$ cat config.mk
export PLATFORM = sky130hd
export DESIGN_NAME = ysyx_22050710_id_stage
export DESIGN_NICKNAME = d
export VERILOG_FILES = /design/src/rtl/ysyx_22050710_id_stage_pkg.sv /design/src/rtl/ysyx_22050710_id_stage_imm_gen.sv /design/src/rtl/ysyx_22050710_id_stage.sv
export SDC_FILE = /design/constraint.sdc
export NUM_CORES = 1
export LEC_CHECK = 0
export CORE_AREA = 3 3 235 237
export CTS_BUF_LIST = sky130_fd_sc_hd__clkbuf_8
export DETAILED_ROUTE_END_ITERATION = 6
export DIE_AREA = 0 0 238 240
export GPL_TIMING_DRIVEN = 0
export SLEW_MARGIN = 0
export SYNTH_ARGS = -nofsm -noshare
export SYNTH_HDL_FRONTEND = slang
export SYNTH_SLANG_ARGS = --single-unit
$ cat constraint.sdc
create_clock -name i_clk -period 18.8 [get_ports i_clk]
set_input_delay 2.82 -clock i_clk [delete_from_list [all_inputs] [get_ports i_clk]]
set_output_delay 2.82 -clock i_clk [all_outputs]
set_load 0.02 [all_outputs]
$ cat src/rtl/ysyx_22050710_id_stage_pkg.sv
// Shared decode definitions for the ysyx_22050710 pipeline.
// Provides the RV64 opcode and branch funct3 encodings, the inter-stage bus
// widths, and helpers that say which source registers an opcode reads.
package ysyx_22050710_defs;

    localparam int unsigned INST_WD         = 32;
    localparam int unsigned PC_WD           = 64;
    localparam int unsigned XLEN            = 64;
    localparam int unsigned FS_TO_DS_BUS_WD = INST_WD + PC_WD;
    localparam int unsigned DS_TO_ES_BUS_WD = 5 + 3 * XLEN + INST_WD + PC_WD;
    localparam int unsigned BR_BUS_WD       = PC_WD + 1;

    typedef enum logic [6:0] {
        OPC_LUI      = 7'b0110111,
        OPC_AUIPC    = 7'b0010111,
        OPC_JAL      = 7'b1101111,
        OPC_JALR     = 7'b1100111,
        OPC_BRANCH   = 7'b1100011,
        OPC_LOAD     = 7'b0000011,
        OPC_STORE    = 7'b0100011,
        OPC_OP_IMM   = 7'b0010011,
        OPC_OP       = 7'b0110011,
        OPC_OP_IMM32 = 7'b0011011,
        OPC_OP32     = 7'b0111011
    } opcode_e;

    typedef enum logic [2:0] {
        F3_BEQ  = 3'b000,
        F3_BNE  = 3'b001,
        F3_BLT  = 3'b100,
        F3_BGE  = 3'b101,
        F3_BLTU = 3'b110,
        F3_BGEU = 3'b111
    } br_funct3_e;

    function automatic logic rs1_used(input logic [6:0] opcode);
        return !(opcode == OPC_LUI || opcode == OPC_AUIPC || opcode == OPC_JAL);
    endfunction

    function automatic logic rs2_used(input logic [6:0] opcode);
        return opcode == OPC_BRANCH || opcode == OPC_STORE ||
               opcode == OPC_OP     || opcode == OPC_OP32;
    endfunction

endpackage

$ cat src/rtl/ysyx_22050710_id_stage_imm_gen.sv
// Immediate generator: maps an instruction to its sign-extended immediate.
//   inst : instruction word
//   imm  : I/S/B/U/J immediate by opcode, sign-extended to XLEN; 0 otherwise
module ysyx_22050710_imm_gen
    import ysyx_22050710_defs::*;
(
    input  logic [INST_WD-1:0] inst,
    output logic [XLEN-1:0]    imm
);

    always_comb begin
        imm = '0;
        case (inst[6:0])
            OPC_JALR, OPC_LOAD, OPC_OP_IMM, OPC_OP_IMM32:
                imm = {{(XLEN-12){inst[31]}}, inst[31:20]};
            OPC_STORE:
                imm = {{(XLEN-12){inst[31]}}, inst[31:25], inst[11:7]};
            OPC_BRANCH:
                imm = {{(XLEN-13){inst[31]}}, inst[31], inst[7], inst[30:25], inst[11:8], 1'b0};
            OPC_LUI, OPC_AUIPC:
                imm = {{(XLEN-32){inst[31]}}, inst[31:12], 12'b0};
            OPC_JAL:
                imm = {{(XLEN-21){inst[31]}}, inst[31], inst[19:12], inst[20], inst[30:21], 1'b0};
            default:
                imm = '0;
        endcase
    end

endmodule

$ cat src/rtl/ysyx_22050710_id_stage.sv
// Decode stage. Holds one {inst, pc} bundle from fetch, reads the register
// file, builds the immediate, interlocks on RAW hazards against EX/MEM/WB,
// resolves branches/jumps and drives the branch bus back to fetch.
//   i_clk, i_rst            : clock, async active-high reset
//   i_fs_to_ds_valid/_bus   : fetch bundle {inst, pc} and its valid
//   o_ds_allowin            : this stage accepts a bundle this cycle
//   o_br_bus                : {br_sel, br_target} to fetch
//   i_es_allowin            : execute can accept
//   o_ds_to_es_valid/_bus   : {rd, imm, rs2_val, rs1_val, inst, pc} to execute
//   o_rf_raddr1/2, i_rf_rdata1/2 : register-file read port
//   i_es/ms/ws_dest         : {valid, rd} of downstream instructions
module ysyx_22050710_id_stage
    import ysyx_22050710_defs::*;
(
    input  logic                       i_clk,
    input  logic                       i_rst,
    input  logic                       i_fs_to_ds_valid,
    input  logic [FS_TO_DS_BUS_WD-1:0] i_fs_to_ds_bus,
    output logic                       o_ds_allowin,
    output logic [BR_BUS_WD-1:0]       o_br_bus,
    input  logic                       i_es_allowin,
    output logic                       o_ds_to_es_valid,
    output logic [DS_TO_ES_BUS_WD-1:0] o_ds_to_es_bus,
    output logic [4:0]                 o_rf_raddr1,
    output logic [4:0]                 o_rf_raddr2,
    input  logic [XLEN-1:0]            i_rf_rdata1,
    input  logic [XLEN-1:0]            i_rf_rdata2,
    input  logic [5:0]                 i_es_dest,
    input  logic [5:0]                 i_ms_dest,
    input  logic [5:0]                 i_ws_dest
);

    logic                ds_valid;
    logic                squash;
    logic [INST_WD-1:0]  inst;
    logic [PC_WD-1:0]    pc;
    logic [XLEN-1:0]     imm;
    logic [XLEN-1:0]     rs1_val;
    logic [XLEN-1:0]     rs2_val;
    logic [XLEN-1:0]     jalr_sum;
    logic [PC_WD-1:0]    br_target;
    logic [6:0]          opcode;
    logic [2:0]          funct3;
    logic [4:0]          rs1;
    logic [4:0]          rs2;
    logic [4:0]          rd;
    logic                rs1_hazard;
    logic                rs2_hazard;
    logic                raw_stall;
    logic                ds_ready_go;
    logic                ds_allowin;
    logic                taken;
    logic                fire;
    logic                kill;

    function automatic logic dest_hit(input logic [5:0] dest, input logic [4:0] rs);
        return dest[5] && (dest[4:0] == rs);
    endfunction

    assign opcode  = inst[6:0];
    assign funct3  = inst[14:12];
    assign rs1     = inst[19:15];
    assign rs2     = inst[24:20];
    assign rd      = inst[11:7];
    assign rs1_val = i_rf_rdata1;
    assign rs2_val = i_rf_rdata2;

    ysyx_22050710_imm_gen u_imm_gen (
        .inst (inst),
        .imm  (imm)
    );

    always_comb begin
        rs1_hazard = rs1_used(opcode) && (rs1 != '0) &&
                     (dest_hit(i_es_dest, rs1) || dest_hit(i_ms_dest, rs1) || dest_hit(i_ws_dest, rs1));
        rs2_hazard = rs2_used(opcode) && (rs2 != '0) &&
                     (dest_hit(i_es_dest, rs2) || dest_hit(i_ms_dest, rs2) || dest_hit(i_ws_dest, rs2));
        raw_stall  = rs1_hazard || rs2_hazard;
    end

    assign ds_ready_go      = !raw_stall;
    assign ds_allowin       = !ds_valid || (ds_ready_go && i_es_allowin);
    assign o_ds_allowin     = ds_allowin;
    assign o_ds_to_es_valid = ds_valid && ds_ready_go;

    always_comb begin
        taken = 1'b0;
        case (opcode)
            OPC_JAL, OPC_JALR: taken = 1'b1;
            OPC_BRANCH: begin
                case (funct3)
                    F3_BEQ:  taken = (rs1_val == rs2_val);
                    F3_BNE:  taken = (rs1_val != rs2_val);
                    F3_BLT:  taken = ($signed(rs1_val) <  $signed(rs2_val));
                    F3_BGE:  taken = ($signed(rs1_val) >= $signed(rs2_val));
                    F3_BLTU: taken = (rs1_val <  rs2_val);
                    F3_BGEU: taken = (rs1_val >= rs2_val);
                    default: taken = 1'b0;
                endcase
            end
            default: taken = 1'b0;
        endcase
    end

    assign jalr_sum  = rs1_val + imm;
    assign br_target = (opcode == OPC_JALR) ? {jalr_sum[PC_WD-1:1], 1'b0} : pc + imm;

    assign fire     = ds_valid && ds_ready_go && i_es_allowin && taken;
    assign kill     = fire || squash;
    assign o_br_bus = {fire, br_target};

    // squash remembers a fire that had no fetch bundle to drop; it is
    // cleared by the next accepted bundle (which kill drops), and a new fire
    // always overrides it since that fire's own kill handles any overlap.
    always_ff @(posedge i_clk or posedge i_rst) begin
        if (i_rst) begin
            ds_valid <= 1'b0;
            squash   <= 1'b0;
        end else begin
            if (ds_allowin) begin
                ds_valid <= i_fs_to_ds_valid && !kill;
            end
            if (fire) begin
                squash <= !i_fs_to_ds_valid;
            end else if (ds_allowin && i_fs_to_ds_valid) begin
                squash <= 1'b0;
            end
        end
    end

    always_ff @(posedge i_clk or posedge i_rst) begin
        if (i_rst) begin
            inst <= '0;
            pc   <= '0;
        end else if (ds_allowin && i_fs_to_ds_valid) begin
            {inst, pc} <= i_fs_to_ds_bus;
        end
    end

    assign o_rf_raddr1    = rs1;
    assign o_rf_raddr2    = rs2;
    assign o_ds_to_es_bus = {rd, imm, rs2_val, rs1_val, inst, pc};

endmodule

# [After elaboration in Yosys (flattened, before gate mapping)]
# Cells that the tools add are included.
# Widths: inputs -> output; s select.
[classes] n_addsub=2 n_bitwise=0 mux=6 div_mod_pow=0 magnitude_cmp=4 n_eq_ne=24 reduce_logical=40 n_mul=0 shift=0
[ops] op="$pmux 64 s5" count=1
[ops] op="$add 64x64->64" count=2
[ops] op="$ge 64x64->1" count=2
[ops] op="$lt 64x64->1" count=2
[ops] op="$eq 64x64->1" count=1
[ops] op="$mux 64" count=1
[ops] op="$ne 64x64->1" count=1
[ops] op="$eq 5x5->1" count=6
[ops] op="$eq 7x6->1 const B" count=4
[ops] op="$eq 7x5->1 const B" count=3
[ops] op="$eq 7x7->1 const B" count=3
[ops] op="$logic_and 1x1->1" count=16
[ops] op="$eq 3x3->1 const B" count=4
[ops] op="$logic_or 1x1->1" count=12
[ops] op="$reduce_bool 5->1" count=2
[ops] op="$eq 7x2->1 const B" count=1
[ops] op="$pmux 1 s6" count=1
[ops] op="$logic_not 1->1" count=5
[ops] op="$reduce_or 2->1" count=2
[ops] op="$reduce_or 4->1" count=1
[ops] op="$eq 3x1->1 const B" count=1
[ops] op="$logic_not 3->1" count=1
[ops] op="$mux 1" count=2
[ops] op="$pmux 1 s2" count=1
[ops] op="$reduce_bool 2->1" count=1
[totals] rom_bits=0 ram_bits=0 latchBits=0 in_bits=246 elab_cells=80 mem_count=0 out_inout_bits=370 register_bits=98

# [Logic depth before layout (Yosys ltp)]
# Gate-level depths: netlist of run 1.
[depth] ltp_word=14 mapped_depth=20 depth_no_buf=19

# [Cells and area by module]
# Synthesis of run 1 repeated with hierarchy kept, for this count alone.
[hier_totals] cells_unflattened=1924 hier_area_um2=15325.9
[modules_own_cells] mod="ysyx_22050710_id_stage" instances=1 area_each_um2=14511.4 cells_per_inst=1818 seq_area_each_um2=2452.4
[modules_own_cells] mod="ysyx_22050710_imm_gen" instances=1 area_each_um2=814.5 cells_per_inst=106 seq_area_each_um2=0.0

# [Worst setup path after synthesis of run 1]
# OpenSTA, ideal clock, no wires.
[synth_timing] path_type="register to output" startpoint="reg inst[3]" endpoint="out o_br_bus[55]" slack_ns=9.296 n_path_buf=2 path_stages_with_launch=18 t_arrival_ns=6.684 t_required_ns=15.980 cell_sequence="dfrtp_1 > clkbuf_1 > mux2_2 > nor3_2 > o31a_1 > ha_1 > clkbuf_1 > nand4_1 > or2_1 > or4_1 > nor2_1 > o21ai_1 > a211oi_1 > nor2b_1 > o31ai_1 > a21oi_1 > xor2_1 > a21oi_1"
[synth_via] elab_chain_cells=5 elab_cells_between_ends=15 cone_classes="add/sub: 2; eq/ne: 9; mux: 2; reduce/logical: 2"
[synth_lines] item="start, declared" line="ysyx_22050710_id_stage.sv:35" source="logic [INST_WD-1:0] inst;"
[synth_lines] item="start signal, assigned" line="ysyx_22050710_id_stage.sv:136" source="{inst, pc} <= i_fs_to_ds_bus;"
[synth_lines] item="$eq 7x7->1, or another cell as far along" line="ysyx_22050710_id_stage_imm_gen.sv:13" source="case (inst[6:0])"
[synth_lines] item="$reduce_or 4->1 / $reduce_or 2->1 (equally long branches)" line="ysyx_22050710_id_stage_imm_gen.sv:13"
[synth_lines] item="$pmux 64 s5 (*)" line="ysyx_22050710_id_stage_imm_gen.sv:13"
[synth_lines] item="net o_ds_to_es_bus[255]" line="ysyx_22050710_id_stage.sv:23" source="output logic [DS_TO_ES_BUS_WD-1:0] o_ds_to_es_bus,"
[synth_lines] item="$add 64x64->64 (on tied branches)" line="ysyx_22050710_id_stage.sv:106, ysyx_22050710_id_stage.sv:105"
[synth_lines] item="$mux 64 (*)" line="ysyx_22050710_id_stage.sv:106" source="assign br_target = (opcode == OPC_JALR) ? {jalr_sum[PC_WD-1:1], 1'b0} : pc + imm;"
[synth_lines] item="end, declared" line="ysyx_22050710_id_stage.sv:20" source="output logic [BR_BUS_WD-1:0] o_br_bus,"
# Mark *: on every way through the listed nets, which the timed path passes. The rest lies on a longest branch.

# [Worst setup path after layout of run 1]
[layout_timing] startpoint="in i_rf_rdata2[63]" endpoint="out o_br_bus[64]"
[layout_via] elab_chain_cells=4 elab_cells_between_ends=9 cone_classes="order compare: 4; eq/ne: 2; mux: 2; reduce/logical: 1"
[layout_lines] item="start, declared" line="ysyx_22050710_id_stage.sv:27" source="input logic [XLEN-1:0] i_rf_rdata2,"
[layout_lines] item="$ge 64x64->1, or another cell as far along" line="ysyx_22050710_id_stage.sv:97" source="F3_BGEU: taken = (rs1_val >= rs2_val);"
[layout_lines] item="$pmux 1 s6 (*)" line="ysyx_22050710_id_stage.sv:91" source="case (funct3)"
[layout_lines] item="$pmux 1 s2 (*)" line="ysyx_22050710_id_stage.sv:88" source="case (opcode)"
[layout_lines] item="$logic_and 1x1->1 (*)" line="ysyx_22050710_id_stage.sv:108" source="assign fire = ds_valid && ds_ready_go && i_es_allowin && taken;"
# Every way passes the cells marked *; elsewhere a longest branch is shown, timed or not.

==> impl_metrics.yaml, run 1 <==
outcome:
  run_status: "finished clean"
flow_run:
  drv.max_cap_violation_count: 0
yosys:
  netlist-cell-type-count: 89
  synth-edff-count: 0
  synth.avg_cell_area_um2: 7.97
  seq_area_frac_synth: 0.160
  synth_top_flop_cell: "sky130_fd_sc_hd__dfrtp_1"
  syn_area_um2: 15300
  synthCells: 1924
  synth_nets: 2361
  ys.warnings.count: 0
  synth-async-reset-ratio: 1.00
  ys_ff_latch: 98
global_routing:
  grt_max_degree: 67
  antenna_violations_before_repair: 4
  first_global_vias: 16200
  grt_pass1_wl_um: 101000
  grt.busiest_layer: "met2"
  globalRouteOverflowTotal: 0
  grt.total_usage: 0.234
  grt.met1_usage: 0.314
  globalRouteMet3Util: 0.0344
  global_route.usage.met2: 0.388
final_layout:
  num-nets-final: 2990
  fill_cells: 5398
  post_route_cells_drive_above_1_share: 0.124
  layout.cells.most_common_list: "sky130_fd_sc_hd__clkdlybuf4s50_1, sky130_fd_sc_hd__ha_1, sky130_fd_sc_hd__a21oi_1"
  stdcell_count: 3256
  final_common_cell: "sky130_fd_sc_hd__clkdlybuf4s50_1"
  syn2layout_area_growth_pct: 47.7
floorplan:
  die_width_um: 238
  placement_rows: 85
  full_die_area_um2: 57100
  boundaryPins: 616
  fp.coreArea_um2: 53500
  floorplan.initialDensity: 0.287
  dieHeight_um: 240
timing:
  transition_time_of_the_tightest_slew_check_pin_ps: 1210
  fmax_achieved_ghz: 0.0936
  timing.final.crit_share: 0.568
  grt_setup_unrepaired: "false"
  hold_viol_final: 0
  timing.clock.skew_ps: 24.7
  setup_tns_ps: 0
  final_max_slew_viol_count: 0
  setup_viol_count_final: 0
  max-slew-margin-rel: 0.187
  finalWorstPathRequiredPeriod_ps: 10680
  timing.final.ws_setup_ps: 8120
place:
  dp_hpwl_um: 60100
  pre_cts_ws_ps: 7930
  port_buffers: 615
  dp.cells: 3238
  globalplace.congestion: 0.918
critical_path:
  critPathArrivalTime_ps: 7860
  timing.critical_path.required_ps: 15980
  worst_setup_path_category: "input port to primary output"
  path_max_fanout: 5
  cp-start-kind: "input port"
  worstSetupEndpointType: "primary output"
  r2r_setup_slack_ps: 14610
drt:
  via_count: 16600
  drt-total-wl_um: 69800
  drt_first_iter_violations: 890
  firstDrtPassIters: 5
  post_drt_via_cell_ratio: 5.10
  final_antenna_net_count: 0
  remaining_drc_errors: 0
  wl_per_cell_um: 21.4
clocking:
  cts_setup_buffers: 0
  path_clk_slew_ps: 100
  clk_latency_ps: 420
  count_of_clock_tree_sinks: 98
  cts_root_buffer: "sky130_fd_sc_hd__clkbuf_8"
  cts_hold_buf: 0
  numCtsBuffers: 9
  cts.htree.levels: 3
  tritoncts: "built"
  clockBufferDepth: 2
  cts_resized: 0
power:
  power.density_cell_area_nw_per_um2: 73.2
  leakage_nw: 10.5
  power.ir.vdd_worst_mv: 0.0599
min_path:
  hold_path.class: "flip-flop to flip-flop"
[cell families after synthesis]
| family | after synthesis | share of synthesized area |
|---|---|---|
| AOI/OAI and AO/OA | 592 | 0.253 |
| and+or+nand+nor | 435 | 0.142 |
| buffers and inverters | 364 | 0.133 |
| adders and majority gates | 191 | 0.157 |
| xor gates and xnor gates | 144 | 0.0823 |
| muxes | 100 | 0.0730 |
| DFF | 98 | 0.160 |
[Yosys cell counts (4+ instances only)]
library cell	instances	share of area
sky130_fd_sc_hd__a211oi_1	17	0.0083
sky130_fd_sc_hd__a21o_1	131	0.064
sky130_fd_sc_hd__a21oi_1	181	0.059
sky130_fd_sc_hd__a221o_1	4	0.0026
sky130_fd_sc_hd__a221oi_1	7	0.0040
sky130_fd_sc_hd__a31oi_1	21	0.0086
sky130_fd_sc_hd__a41oi_1	5	0.0029
sky130_fd_sc_hd__and2_1	16	0.0065
sky130_fd_sc_hd__and3_1	17	0.0069
sky130_fd_sc_hd__and4_1	5	0.0029
sky130_fd_sc_hd__buf_4	176	0.086
sky130_fd_sc_hd__clkbuf_1	81	0.020
sky130_fd_sc_hd__dfrtp_1	98	0.16
sky130_fd_sc_hd__ha_1	189	0.15
sky130_fd_sc_hd__inv_1	105	0.026
sky130_fd_sc_hd__mux2_1	12	0.0088
sky130_fd_sc_hd__mux2_2	82	0.060
sky130_fd_sc_hd__mux2i_1	6	0.0039
sky130_fd_sc_hd__nand2_1	133	0.033
sky130_fd_sc_hd__nand2b_1	12	0.0049
sky130_fd_sc_hd__nand3_1	35	0.011
sky130_fd_sc_hd__nand3b_1	5	0.0024
sky130_fd_sc_hd__nand4_1	53	0.022
sky130_fd_sc_hd__nor2_1	92	0.023
sky130_fd_sc_hd__nor2b_1	16	0.0065
sky130_fd_sc_hd__nor3_1	8	0.0026
sky130_fd_sc_hd__nor4_1	14	0.0057
sky130_fd_sc_hd__o211ai_1	4	0.0020
sky130_fd_sc_hd__o21a_1	11	0.0054
sky130_fd_sc_hd__o21ai_0	102	0.033
sky130_fd_sc_hd__o21ai_1	17	0.0055
sky130_fd_sc_hd__o21bai_1	25	0.012
sky130_fd_sc_hd__o22ai_1	4	0.0016
sky130_fd_sc_hd__o31ai_1	9	0.0044
sky130_fd_sc_hd__or2_2	6	0.0024
sky130_fd_sc_hd__or4_1	4	0.0020
sky130_fd_sc_hd__xnor2_1	68	0.039
sky130_fd_sc_hd__xor2_1	76	0.043
[worst max-delay path: stages]
cell	delay, ps
sky130_fd_sc_hd__clkdlybuf4s50_1	480
sky130_fd_sc_hd__inv_1	50
sky130_fd_sc_hd__ha_1	440
sky130_fd_sc_hd__nand4_1	260
sky130_fd_sc_hd__nor2_1	210
sky130_fd_sc_hd__nand4_1	230
sky130_fd_sc_hd__nor4_1	930
sky130_fd_sc_hd__o21ai_0	220
sky130_fd_sc_hd__a21oi_1	280
sky130_fd_sc_hd__nor3_2	130
sky130_fd_sc_hd__mux2i_1	140
sky130_fd_sc_hd__o21ai_1	150
sky130_fd_sc_hd__o2111ai_1	300
sky130_fd_sc_hd__a211oi_1	450
sky130_fd_sc_hd__buf_4	170
sky130_fd_sc_hd__clkdlybuf4s50_1	610
[worst paths after layout]
kind | from | endpoint | cells after the start
min in group asynchronous | i_rst | pc[55] | 2
setup reg to reg | inst[3] | pc[10] | 9
setup / recovery | i_rf_rdata2[63] | o_br_bus[64] | 16
hold / removal | squash | ds_valid | 1
max in group asynchronous | i_rst | pc[8] | 3
hold reg to reg | squash | ds_valid | 1
[metal layers]
metal  up-vias  wire (µm)
li1       8054          -
met5         -         31
met4         4       2260
met1      7933      31400
met2       525      32200
met3        75       3860
[through the flow]
step | power (W) | hold slack [ps] | util | cell area [µm²]
global route | 0.00176 | 495 | 0.423 | 22600
floorplan | 0.000968 | 432 | - | 15300
finish | 0.00166 | 470 | 0.423 | 22600
CTS | 0.00166 | 472 | 0.423 | 22600
global placement | 0.00151 | 446 | 0.418 | 22400
detailed placement | 0.00151 | 453 | 0.420 | 22400
[cell type report]
| type | count | area (µm²) | share of cell area |
|---|---|---|---|
| Inverter | 106 | 400 | 0.0177 |
| Tap cell | 696 | 871 | 0.0385 |
| Clock inverter | 5 | 43.8 | 0.00193 |
| Clock buffer | 11 | 151 | 0.00669 |
| Antenna cell | 2 | 5.00 | 0.000221 |
| Buffer | 258 | 1640 | 0.0723 |
| Sequential cell | 98 | 2450 | 0.108 |
| Multi-Input combinational cell | 1462 | 10900 | 0.479 |
| Timing Repair Buffer | 618 | 6230 | 0.275 |
[state kept, by name, indices dropped and copies added, names as in the netlist]
name,cells
squash,1
pc,64
inst,32
ds_valid,1
[power by group]
part / leakage (nW) / internal [W] / total [W] / switching [W]
Clock: 0.101 / 0.0000573 / 0.000143 / 0.0000860
Combinational: 9.28 / 0.000532 / 0.00121 / 0.000674
Sequential: 1.15 / 0.000252 / 0.000309 / 0.0000567
Total: 10.5 / 0.000841 / 0.00166 / 0.000816
(Power assumes the default switching activity.)
==> inputs of run 2 (changes only) <==
- CORE_AREA: 3 3 235 237 -> 3 3 236 238
- DIE_AREA: 0 0 238 240 -> 0 0 239 241
- clock period: 18.8 -> 10.05 ns (I/O delays scaled with it)
==> impl_metrics.yaml, run 2 (synthesis results as in run 1) <==
final_layout:
  num-nets-final: 2990
  regMostFlops: "pc"
  syn2layout_area_growth_pct: 47.7
  layout.cells.most_common_list: "sky130_fd_sc_hd__clkdlybuf4s50_1, sky130_fd_sc_hd__ha_1, sky130_fd_sc_hd__a21oi_1"
  post_route_cells_drive_above_1_share: 0.124
  regs_by_ff_count: "pc: 64 flops, inst: 32 flops"
  largest_register_ffs: 64
  finalCoreUtilization: 0.421
  final_common_cell: "sky130_fd_sc_hd__clkdlybuf4s50_1"
global_routing:
  grt_max_degree: 68
  grt.total_usage: 0.233
  antenna_violations_before_repair: 2
  grt_pass1_wl_um: 102000
  globalRouteOverflowTotal: 0
  first_global_vias: 16100
critical_path:
  crit_path_cell_trace: "clkbuf_1 -> nor2b_1 -> a211oi_1 -> and2_1 -> clkbuf_1 -> a21o_1 -> ha_1 -> clkbuf_1 -> a21oi_1 -> o21ai_0 -> a221o_1 -> a21oi_1 -> o211ai_2 -> o41ai_4 -> o31ai_2 -> and3_4 -> a221oi_4 -> o21bai_1 -> xnor2_1 -> o22ai_1 -> clkdlybuf4s50_1"
  timing.critical_path.required_ps: 8540
  critPathArrivalTime_ps: 7180
  worst_setup_path_category: "flip-flop to primary output"
  top_family_by_delay_on_critical_path: "compound AO/OA/AOI/OAI gates"
  critPathMaxStageDelay_ps: 860
  path_max_fanout: 10
  cp-start-kind: "flip-flop"
  slowest_stage: "sky130_fd_sc_hd__a211oi_1"
  cpMostUsedCell: "sky130_fd_sc_hd__clkbuf_1"
  worstSetupEndpointType: "primary output"
  cp.buffers_inverters: 4
place:
  pre_cts_ws_ps: 1900
  globalplace.congestion: 0.915
  port_buffers: 615
  dp_hpwl_um: 60600
timing:
  final_max_slew_viol_count: 0
  setup_tns_ps: 0
  finalWorstPathRequiredPeriod_ps: 8690
  max-slew-margin-rel: 0.110
  timing.final.crit_share: 0.865
  transition_time_of_the_tightest_slew_check_pin_ps: 1320
  hold_viol_final: 0
  timing.clock.skew_ps: 37.0
  grt_setup_unrepaired: "false"
  hold_slack_ps: 476
  fmax_achieved_ghz: 0.115
  timing.final.ws_setup_ps: 1360
  setup_viol_count_final: 0
clocking:
  clockBufferDepth: 2
  clk_latency_ps: 430
  cts_root_buffer: "sky130_fd_sc_hd__clkbuf_8"
  cts_resized: 0
  numCtsBuffers: 9
  cts.htree.levels: 3
  tritoncts: "built"
  cts_setup_buffers: 0
  path_clk_slew_ps: 110
  cts_hold_buf: 0
  count_of_clock_tree_sinks: 98
floorplan:
  full_die_area_um2: 57600
  die_width_um: 239
  fp.coreArea_um2: 53800
  boundaryPins: 616
  placement_rows: 85
  dieHeight_um: 241
  floorplan.initialDensity: 0.285
drt:
  wl_per_cell_um: 21.7
  drt-total-wl_um: 70600
  remaining_drc_errors: 0
  firstDrtPassIters: 7
  drt_first_iter_violations: 1091
  via_count: 16600
  post_drt_via_cell_ratio: 5.11
  final_antenna_net_count: 0
power:
  power.density_cell_area_nw_per_um2: 137
  design_power_total_w: 0.00311
  power.ir.vdd_worst_mv: 0.0964
  leakage_nw: 10.5
min_path:
  hold_path.class: "flip-flop to flip-flop"
flow_run:
  drv.max_cap_violation_count: 0
outcome:
  run_status: "finished clean"
-- run 2: path summary, 6_finish.rpt --
path / start / end / slack (ps) / cells after the start
worst min register to register: squash / ds_valid / 480 / 1
max in group asynchronous: i_rst / pc[8] / 7890 / 3
min in group asynchronous: i_rst / pc[47] / 1440 / 2
worst max-delay path: inst[3] / o_br_bus[60] / 1360 / 21
worst max register to register: inst[3] / pc[11] / 5760 / 9
worst min-delay path: squash / ds_valid / 480 / 1
-- run 2: final cells by class --
| class | instances | area [µm²] |
|---|---|---|
| fill | 5401 | 31200 |
| multi-input combinational | 1462 | 10900 |
| timing repair buffer | 618 | 6230 |
| sequential | 98 | 2450 |
| buffer | 258 | 1640 |
| tap | 696 | 871 |
| inverter | 106 | 400 |
| clock buffer | 9 | 124 |
| clock inverter | 7 | 81.3 |
| antenna | 1 | 2.50 |
-- run 2: metal layers --
metal	wire [µm]	share of wire	vias to the layer above	GRT usage
li1	-	-	8070	-
met1	32400	0.46	7957	0.319
met2	33000	0.47	535	0.393
met3	3570	0.051	66	0.0273
met4	1690	0.024	2	0.0581
met5	13	0.00018	-	0
-- run 2: power by group --
part	leakage (nW)	switching, W	internal [W]
Clock	0.103	0.000180	0.0000995
Combinational	9.28	0.00126	0.000995
Sequential	1.15	0.000105	0.000471
-- run 2: per-stage QoR --
step | area (µm²) | std cells
6_report | 22700 | 3255
5_1_grt | 22700 | 3255
4_1_cts | 22600 | 3254
3_5_place_dp | 22400 | 3238
3_3_place_gp | 22400 | 3235
2_1_floorplan | 15300 | 1924
==> inputs of run 3 (changes only) <==
- ABC_AREA: default -> 1
- CORE_AREA: 3 3 236 238 -> 3 3 240 242
- DIE_AREA: 0 0 239 241 -> 0 0 243 245
- SLEW_MARGIN: 0 -> default
==> impl_metrics.yaml, run 3 <==
place:
  placedInstanceArea_um2: 23500
  dp.cells: 4041
  pre_cts_ws_ps: 2960
  port_buffers: 615
  dp_hpwl_um: 68900
  globalplace.congestion: 0.956
clocking:
  cts_resized: 0
  numCtsBuffers: 9
  path_clk_slew_ps: 130
  cts_root_buffer: "sky130_fd_sc_hd__clkbuf_8"
  clockBufferDepth: 2
  cts.htree.levels: 3
  cts_setup_buffers: 0
  count_of_clock_tree_sinks: 98
  clk_latency_ps: 420
  tritoncts: "built"
  cts_hold_buf: 0
yosys:
  seq_area_frac_synth: 0.151
  synth.area.top_cells: "sky130_fd_sc_hd__nand2_1, sky130_fd_sc_hd__dfrtp_1, sky130_fd_sc_hd__ha_1, sky130_fd_sc_hd__a21oi_1, sky130_fd_sc_hd__buf_4"
  synth_top_area_share: 0.154
  synthCells: 2672
  synth_nets: 3109
  synth.top_cells.by_count: "sky130_fd_sc_hd__nand2_1, sky130_fd_sc_hd__inv_1, sky130_fd_sc_hd__a21oi_1"
  synth.avg_cell_area_um2: 6.09
  synth_top_flop_cell: "sky130_fd_sc_hd__dfrtp_1"
  synth-edff-count: 0
  cell_with_the_most_instances_after_synthesis: "sky130_fd_sc_hd__nand2_1"
  synth_area_leader_cell: "sky130_fd_sc_hd__nand2_1"
  netlist-cell-type-count: 53
  ys.warnings.count: 0
  syn_area_um2: 16300
  synth-async-reset-ratio: 1.00
  ys_ff_latch: 98
timing:
  grt_setup_unrepaired: "false"
  finalWorstPathRequiredPeriod_ps: 7690
  fmax_achieved_ghz: 0.130
  final_max_slew_viol_count: 0
  timing.final.ws_setup_ps: 2360
  timing.final.crit_share: 0.765
  hold_viol_final: 0
  max-slew-margin-rel: 0.0804
  hold_slack_ps: 528
  setup_viol_count_final: 0
  transition_time_of_the_tightest_slew_check_pin_ps: 1360
  timing.clock.skew_ps: 29.2
outcome:
  run_status: "finished clean"
drt:
  post_drt_via_cell_ratio: 4.85
  drt_first_iter_violations: 1450
  remaining_drc_errors: 0
  final_antenna_net_count: 0
  wl_per_cell_um: 19.4
  drt-total-wl_um: 78600
  via_count: 19700
  firstDrtPassIters: 6
floorplan:
  full_die_area_um2: 59500
  placement_rows: 86
  fp.coreArea_um2: 55300
  dieHeight_um: 245
  floorplan.initialDensity: 0.294
  boundaryPins: 616
  die_width_um: 243
flow_run:
  drv.max_cap_violation_count: 0
critical_path:
  crit_path_cell_trace: "nand2_1 -> nor2_2 -> nand2_1 -> nand3_2 -> nand2_1 -> o21ai_0 -> a21oi_1 -> clkbuf_1 -> o21ai_0 -> ha_1 -> nand2_1 -> nor2_1 -> inv_1 -> nor2_1 -> inv_1 -> nor4_1 -> nand3_1 -> nand3_1 -> a21o_1 -> a21oi_1 -> nand2_1 -> nand3_1 -> o21ai_1 -> clkdlybuf4s50_1"
  worstRegToRegCells: 16
  path_max_fanout: 10
  worst_setup_path_category: "flip-flop to primary output"
  cp.buffers_inverters: 4
  critPathArrivalTime_ps: 6180
  reg2reg_from: "inst[5]"
  cpMostUsedCell: "sky130_fd_sc_hd__nand2_1"
  cp.depth: 24
  cp-start-kind: "flip-flop"
  top_family_by_delay_on_critical_path: "simple AND/OR/NAND/NOR gates"
  timing.critical_path.required_ps: 8540
  critPathMaxStageDelay_ps: 680
  worstSetupEndpointType: "primary output"
  setup_crit_start: "inst[5]"
  slowest_stage: "sky130_fd_sc_hd__clkdlybuf4s50_1"
final_layout:
  stdcell_area_um2: 23700
  layout.cells.most_common_list: "sky130_fd_sc_hd__nand2_1, sky130_fd_sc_hd__clkdlybuf4s50_1, sky130_fd_sc_hd__inv_1"
  regs_by_ff_count: "pc: 64 flops, inst: 32 flops"
  largest_register_ffs: 64
  stdcell_count: 4058
  final_common_cell: "sky130_fd_sc_hd__nand2_1"
  num-nets-final: 3741
  regMostFlops: "pc"
  post_route_cells_drive_above_1_share: 0.0740
  syn2layout_area_growth_pct: 45.5
global_routing:
  grt.total_usage: 0.253
  grt_pass1_wl_um: 116000
  first_global_vias: 18800
  antenna_violations_before_repair: 1
  globalRouteOverflowTotal: 0
  grt_max_degree: 65
power:
  power.ir.vdd_worst_mv: 0.0759
  power.density_cell_area_nw_per_um2: 107
  leakage_nw: 11.3
min_path:
  worstHoldStart: "pc[60]"
  hold_path.class: "flip-flop to flip-flop"
  number_of_stages_on_the_worst_hold_path: 2
run 3: changes by cell type after synthesis, moves of 33 or more:
cell / before / now
sky130_fd_sc_hd__a21o_1: 131 / 28
sky130_fd_sc_hd__a21oi_1: 181 / 264
sky130_fd_sc_hd__clkbuf_1: 81 / 15
sky130_fd_sc_hd__inv_1: 105 / 324
sky130_fd_sc_hd__mux2_2: 82 / 0
sky130_fd_sc_hd__nand2_1: 133 / 669
sky130_fd_sc_hd__nand3_1: 35 / 89
sky130_fd_sc_hd__nand4_1: 53 / 20
sky130_fd_sc_hd__nor2_1: 92 / 263
sky130_fd_sc_hd__o21ai_0: 102 / 253
sky130_fd_sc_hd__xnor2_1: 68 / 13
sky130_fd_sc_hd__xor2_1: 76 / 24
run 3: final timing paths:
check	end	slack, ps
max in group asynchronous	pc[63]	7880
max reg2reg	pc[62]	7310
min in group asynchronous	pc[25]	1460
min reg2reg	pc[60]	530
min	pc[60]	530
max	o_br_bus[56]	2360
run 3: report_power, final:
group          switching (W)  total, W  internal (W)
clock network       0.000183  0.000284      0.000101
registers          0.0000920  0.000556      0.000464
logic               0.000980   0.00168      0.000704
run 3: cell families after synthesis:
family,count (synthesis),synth area share
adder cells (fa/ha/maj),191,0.148
flip-flops,98,0.151
buffers and inverters,544,0.169
XOR/XNOR,37,0.0199
AND/OR/NAND/NOR,1117,0.279
AO/OA/AOI/OAI,684,0.233
multiplexers,1,0.000615
run 3: cell type report:
type	count	area, µm²
fillers	6059	31600
well taps	748	936
clock buffers	9	124
plain buffers	211	1500
flip-flops and latches	98	2450
diodes	1	2.50
multi-input cells	2030	11100
repair buffers	621	6250
inverters	333	1250
clock inverters	7	76.3
run 3: through the flow:
| stage | TNS (ps) | total power, W | util |
|---|---|---|---|
| finish | 0 | 0.00252 | 0.428 |
| global route | 0 | 0.00270 | 0.428 |
| CTS | 0 | 0.00255 | 0.428 |
| detailed placement | 0 | 0.00225 | 0.424 |
| global placement | -30100 | 0.00225 | 0.422 |
| floorplan | 0 | 0.00142 | - |
run 3: metal layers:
metal | track usage | up-vias | wire length, µm
li1 | - | 10000 | -
met1 | 0.314 | 8904 | 32800
met2 | 0.447 | 683 | 37900
met3 | 0.0601 | 67 | 6310
met4 | 0.0522 | 0 | 1610
met5 | 0 | - | 0
run 3: tightest hold or removal path, cell delays in order (launching register included):
cell                      delay, ps
sky130_fd_sc_hd__dfrtp_1        390
sky130_fd_sc_hd__nand2_1         60
sky130_fd_sc_hd__nand2_1         50
